$ cat src/rtl/bit_serial_adder.sv
// Bit-serial WIDTH-bit adder: one full adder, LSB-first, one bit pair per clock.
// A carry flop closes the Cout->Cin loop; sum bits shift into a result register.
module bit_serial_adder #(
    parameter int WIDTH = 8
) (
    input  logic             Clk,
    input  logic             Rst_n,
    input  logic             Start,
    input  logic [WIDTH-1:0] OpA,
    input  logic [WIDTH-1:0] OpB,
    input  logic             CarryIn,
    output logic             Busy,
    output logic             Done,
    output logic [WIDTH-1:0] Sum,
    output logic             Cout
);

    localparam int CW = (WIDTH > 1) ? $clog2(WIDTH) : 1;
    localparam logic [CW-1:0] CNT_LAST = CW'(WIDTH - 1);

    typedef enum logic [1:0] {
        S_IDLE,
        S_RUN,
        S_DONE
    } state_t;

    state_t state_q, state_d;

    logic [WIDTH-1:0] sha_q, sha_d;
    logic [WIDTH-1:0] shb_q, shb_d;
    logic [WIDTH-1:0] res_q, res_d;
    logic [WIDTH-1:0] sum_q, sum_d;
    logic [CW-1:0]    cnt_q, cnt_d;
    logic             carry_q, carry_d;
    logic             cout_q, cout_d;

    logic             fa_sum;
    logic             fa_cout;
    logic             accept;
    logic             running;
    logic             last_bit;
    logic [WIDTH-1:0] res_next;

    FullAdder1Bit u_fa (
        .A    (sha_q[0]),
        .B    (shb_q[0]),
        .Cin  (carry_q),
        .Sum  (fa_sum),
        .Cout (fa_cout)
    );

    // Start only counts while not already working on an operation.
    assign accept   = Start && (state_q == S_IDLE || state_q == S_DONE);
    assign running  = (state_q == S_RUN);
    assign last_bit = running && (cnt_q == CNT_LAST);
    assign res_next = {fa_sum, res_q[WIDTH-1:1]};

    always_ff @(posedge Clk or negedge Rst_n) begin
        if (!Rst_n) begin
            state_q <= S_IDLE;
        end else begin
            state_q <= state_d;
        end
    end

    always_comb begin
        state_d = state_q;
        unique case (state_q)
            S_IDLE: begin
                if (accept) begin
                    state_d = S_RUN;
                end
            end
            S_RUN: begin
                if (last_bit) begin
                    state_d = S_DONE;
                end
            end
            S_DONE: begin
                state_d = accept ? S_RUN : S_IDLE;
            end
            default: begin
                state_d = S_IDLE;
            end
        endcase
    end

    always_comb begin
        Busy = 1'b0;
        Done = 1'b0;
        unique case (state_q)
            S_RUN:   Busy = 1'b1;
            S_DONE:  Done = 1'b1;
            default: begin
                Busy = 1'b0;
                Done = 1'b0;
            end
        endcase
    end

    always_comb begin
        sha_d   = sha_q;
        shb_d   = shb_q;
        res_d   = res_q;
        carry_d = carry_q;
        cnt_d   = cnt_q;
        sum_d   = sum_q;
        cout_d  = cout_q;
        if (accept) begin
            sha_d   = OpA;
            shb_d   = OpB;
            carry_d = CarryIn;
            cnt_d   = '0;
        end else if (running) begin
            sha_d   = sha_q >> 1;
            shb_d   = shb_q >> 1;
            res_d   = res_next;
            carry_d = fa_cout;
            // Counter saturates at the last bit; no wrap state exists.
            cnt_d   = last_bit ? cnt_q : cnt_q + 1'b1;
            if (last_bit) begin
                sum_d  = res_next;
                cout_d = fa_cout;
            end
        end
    end

    always_ff @(posedge Clk or negedge Rst_n) begin
        if (!Rst_n) begin
            sha_q   <= '0;
            shb_q   <= '0;
            res_q   <= '0;
            carry_q <= 1'b0;
            cnt_q   <= '0;
            sum_q   <= '0;
            cout_q  <= 1'b0;
        end else begin
            sha_q   <= sha_d;
            shb_q   <= shb_d;
            res_q   <= res_d;
            carry_q <= carry_d;
            cnt_q   <= cnt_d;
            sum_q   <= sum_d;
            cout_q  <= cout_d;
        end
    end

    assign Sum  = sum_q;
    assign Cout = cout_q;

endmodule

module FullAdder1Bit (
    input  logic A,
    input  logic B,
    input  logic Cin,
    output logic Sum,
    output logic Cout
);

    assign Sum  = A ^ B ^ Cin;
    assign Cout = (A & B) | (Cin & (A ^ B));

endmodule

$ cat config.mk
export PLATFORM = sky130hd
export DESIGN_NAME = bit_serial_adder
export DESIGN_NICKNAME = d
export VERILOG_FILES = /design/src/rtl/bit_serial_adder.sv
export SDC_FILE = /design/constraint.sdc
export NUM_CORES = 1
export LEC_CHECK = 0
export CORE_ASPECT_RATIO = 1.75
export CORE_MARGIN = 3
export CORE_UTILIZATION = 48
export CTS_CLUSTER_SIZE = 12
export DETAILED_ROUTE_END_ITERATION = 6
export GPL_TIMING_DRIVEN = 1
export PLACE_DENSITY = 0.8
export SLEW_MARGIN = 20
export SYNTH_ARGS = -nofsm -noshare
export SYNTH_HDL_FRONTEND = slang
export SYNTH_HIERARCHICAL = 1
export SYNTH_SLANG_ARGS = --single-unit
$ cat constraint.sdc
create_clock -name Clk -period 1.5 [get_ports Clk]
set_clock_uncertainty 0.05 [all_clocks]
set_input_delay 0.3 -clock Clk [delete_from_list [all_inputs] [get_ports Clk]]
set_output_delay 0.3 -clock Clk [all_outputs]
set_load 0.005 [all_outputs]
* Word-level counts from Yosys, hierarchy flattened
Index checks and enable logic that the tools add are counted.
** Word-level totals
- Register bits :: 39
- Latch bits :: 0
- Bits in writable memories :: 0
- Bits in read-only memories :: 0
- Bits of input ports :: 20
- Output and inout bits :: 11
- Logic and storage cells :: 45
- Memories kept :: 0
** Operators by class
- Add/subtract/negate cells :: 1
- $mul :: 0
- Div/mod/pow operators :: 0
- Magnitude comparators :: 0
- Equality and inequality tests :: 6
- Shifts and indexed selects :: 0
- Mux-type cells :: 15
- Bitwise logic cells :: 6
- Reduce and logical (&&, ||, !) cells :: 9
** Operators with widths (count)
- $mux W8 :: 4
- $mux W3 :: 3
- $pmux W2 S3 :: 1
- $reduce_and A2 Y1 :: 3
- $mux W1 :: 5
- $mux W2 :: 2
- $ne A2 B2 Y1 const B :: 2
- $add A3 B1 Y3 const B :: 1
- $eq A3 B3 Y1 const B :: 1
- $reduce_and A3 Y1 :: 1
- $and A1 B1 Y1 :: 2
- $eq A2 B1 Y1 const B :: 1
- $eq A2 B2 Y1 const B :: 1
- $logic_and A1 B1 Y1 :: 2
- $logic_not A2 Y1 :: 1
- $ne A2 B1 Y1 const B :: 1
- $reduce_bool A2 Y1 :: 1
- $xor A1 B1 Y1 :: 2
- $logic_or A1 B1 Y1 :: 1
- $not A1 Y1 :: 1
- $or A1 B1 Y1 :: 1

* Depth between registers and ports, before layout
- Depth after elaboration :: 5
- Gate-level depth with buffers :: 5

* Hierarchy
Netlist, hierarchy kept.
** By module, submodules not included
- bit_serial_adder :: times used 1, cells an instance 134, area each 1890.6 µm²
- FullAdder1Bit :: times used 1, cells an instance 1, area each 20.0 µm²

* Worst setup path after synthesis
Ideal clock, no wire load.
- Kind :: register to register
- Start point :: reg cnt_q[0]
- End point :: reg cout_q, in the netlist Cout
- Setup time :: 0.125 ns
- Data arrival time :: 1.342 ns
- Setup slack :: -0.017 ns
- Stages on the path, launching flop included :: 6
- Period minus slack after synthesis :: 1.517 ns
- Cell sequence :: dfrtp_1 > ha_1 > ha_1 > nand3b_1 > buf_6 > mux2_4
** On the way
- Longest elaborated chain between the ends :: 3
** Ends and longest elaborated chain
- from (decl) :: RTL line 33 : logic [CW-1:0] cnt_q, cnt_d;
- from (signal assigned) :: RTL line 142 : cnt_q <= cnt_d;
- $eq A3 B3 Y1 :: RTL line 55 : assign last_bit = running && (cnt_q == CNT_LAST);
- $logic_and A1 B1 Y1 :: RTL line 55
- $reduce_and A3 Y1 (no source line)
- to (signal assigned) :: RTL line 144 : cout_q <= cout_d;
- to (decl) :: RTL line 35 : logic cout_q, cout_d;
Every way passes these cells.
A chain may end at the register's enable or synchronous reset.

* Worst setup path after layout
- Start point :: reg cnt_q[1]
- End point :: reg sum_q[3], in the netlist Sum[3]
** On the way
- Longest elaborated chain between the ends :: 3
** Ends and longest elaborated chain
- $eq A3 B3 Y1 :: RTL line 55
- $logic_and A1 B1 Y1 :: RTL line 55
- $reduce_and A3 Y1 (no source line)
- to (signal assigned) :: RTL line 143 : sum_q <= sum_d;
- to (decl) :: RTL line 32 : logic [WIDTH-1:0] sum_q, sum_d;
Every way passes these cells.

==> impl_metrics.toml <==
[yosys]
ys_types = 23
synth.ff_latch_count = 38
ys_warn_count = 6
yosys.area_share.adder_pct = 2.36
yosys.area_share.simple_pct = 3.73
synth_edf_count = 0
dominantRegCellSynth = "dfrtp_1"
synth_area_um2 = 1910
synth_area_per_cell_um2 = 14.2
synth_compound_area_share_pct = 3.01
netlist_instances = 135
synth_top_family_by_area = "multiplexers"
synthArstFlopShare_pct = 100
synth_mux_area_share_pct = 36.4
syn_nets = 158
synthXorXnorAreaFrac_pct = 0
yosysSeqAreaShare_pct = 49.8

[status]
violations = "negative setup slack"
status = "complete, but fails checks"

[timing]
rsz0062_at_grt = "yes"
min_period_over_period_pct = 103
slew-limit-headroom_pct = 84.0
whs_ns = 0.458
worst_slack_ns = -0.0454
tightest_slew_ns = 0.240
setup_violations = 9
report.final.slew_viol_count = 0
timing.final.crit_period_ns = 1.55
fmax_mhz = 647
hold_viol = 0

[worst_hold_path]
min_path_type = "input port to async pin"

[floorplan]
dieArea_um2 = 4800
rows = 29
die_y_um = 89.5
core_area_um2 = 3740
start_util_pct = 51.1
die_x_um = 53.7
ios = 31

[cts]
cts_tree = "yes"
clock_path_buffers = 2
clkSinkCount = 38
insertion_delay_ns = 0.29
cts.clk_slew.worst_paths_ns = 0.07
numCtsBuffers = 5
cts_root_buffer = "clkbuf_8"
cts_max_level = 2

[detailed_routing]
drt-met1-wl_um = 1420
ant_nets = 0
via_count = 1269
totalWireLength_um = 3810
drc = 0
wl_per_cell_um = 16.1
vias_per_cell = 5.38
top_layer_used = "met4"
drtPass1Iterations = 4
wl_met2_um = 2180
route.met3.wl_um = 154
first_iter_violations = 14

[worst_setup_path]
critPathMaxFanout = 5
r2r-end = "Sum[3]"
worstSetupPathType = "register to register"
regToRegSetupSlack_ns = -0.05
cp.arrival_ns = 1.67
timing.rr.start = "cnt_q[1]"
startpoint = "cnt_q[1]"
start_kind = "register"
critPathCapture = "Sum[3]"
ff2ff_path_depth = 5
cp-end-kind = "register"
worstPathRequired_ns = 1.62

[final_layout]
drive_above_1_share_pct = 30.5
nets = 212
final_common_cell = "mux2i_1"
final_cell_mix = "mux2i_1 (47), dfrtp_1 (37), buf_4 (19)"
final_util_pct = 68.6
finish.instance_area_um2 = 2560
diodes = 0
n_fill_cell = 267
syn2layout_area_growth_pct = 34.3

[grt]
grt_pass1_vias = 1362
overflow = 0
grt_pass1_wl_um = 6260
grt_usage_pct = 18.2
grt_max_degree = 39
antenna_found_initial = 0

[power]
p_leak_uw = 0.00133
finalPower_uw = 4450
p_per_area_nw_per_um2 = 1730
vdd_drop_max_mv = 1.10

[place]
place_congestion = 0.733
dp_hpwl_um = 2580
place_area_um2 = 2290
port_buffers = 30

[flow_run]
cap_violations = 0
flip-flops by register name, summed over array words and instances (netlist names):
register and cells:
Sum 8, sha_q 8, shb_q 8, res_q 7
cnt_q 3, state_q 2, Cout 1, carry_q 1
critical path, stage by stage (launching register included):
cell	delay [ns]
dfrtp_1	0.43
ha_4	0.19
ha_4	0.17
nand3b_1	0.14
buf_6	0.16
mux2_4	0.30
routing by layer:
layer,global-route usage (%),up-vias
li1,-,595
met1,18.0,636
met2,34.7,33
met3,3.17,5
met4,8.37,0
met5,0,-
cells by family after synthesis:
family          count (synthesis)
mux                            64
flops                          38
buf+inv                        12
simple gates                   11
compound gates                  7
fa+ha+maj                       3
synthesized netlist by cell type, types with 2 or more instances:
library cell	instances	area (µm²)
mux2_2	8	90.1
nand3_1	2	10.0
o211a_1	2	20.0
dfrtp_1	38	951
o21ai_0	2	10.0
ha_1	2	25.0
a311o_1	2	20.0
nor3b_1	2	15.0
inv_1	2	7.51
buf_4	3	22.5
buf_2	3	15.0
mux2i_1	47	470
buf_6	4	45.0
mux2_4	9	135
area by class of cell:
cell class / instances / area (µm²) / area share (%)
Tap cell: 46 / 57.6 / 2.24
Timing Repair Buffer: 57 / 551 / 21.5
Clock buffer: 6 / 82.6 / 3.22
Inverter: 2 / 7.51 / 0.293
Sequential cell: 38 / 952 / 37.1
Clock inverter: 2 / 12.5 / 0.488
Multi-Input combinational cell: 85 / 902 / 35.2
metrics by stage:
step | setup slack (ns) | std cells | TNS, ns
floorplan | 0.0181 | 135 | 0
global placement | -0.0325 | 212 | -0.483
detailed placement | -0.0739 | 212 | -1.44
CTS | -0.0785 | 233 | -0.667
global route | -0.0650 | 236 | -0.515
finish | -0.0454 | 236 | -0.311
how the worst min path moves through the flow:
stage / start / to / slack [ns] / cells past startpoint
2_1_floorplan: Rst_n / Cout / -0.05 / 0
3_3_place_gp: Rst_n / Sum[0] / 0.23 / 2
3_5_place_dp: Rst_n / Sum[0] / 0.23 / 2
4_1_cts: Rst_n / Sum[0] / 0.46 / 3
5_1_grt: Sum[2] / Sum[2] / 0.46 / 1
6_report: Rst_n / Sum[0] / 0.46 / 3
power breakdown:
part / switching [µW] / total, µW / internal, µW
combinational: 688 / 1930 / 1250
clock: 361 / 730 / 369
sequential: 331 / 1780 / 1450
total: 1380 / 4450 / 3070
timing repair:
action,4_1_cts,5_1_grt
pin swaps,1,2
resized for setup,15,10
setup buffers,12,4
setup endpoints to repair,19,18
endpoints found under the hold margin,38,0
hold buffers,1,0
Power figures use the tool's default switching activity.
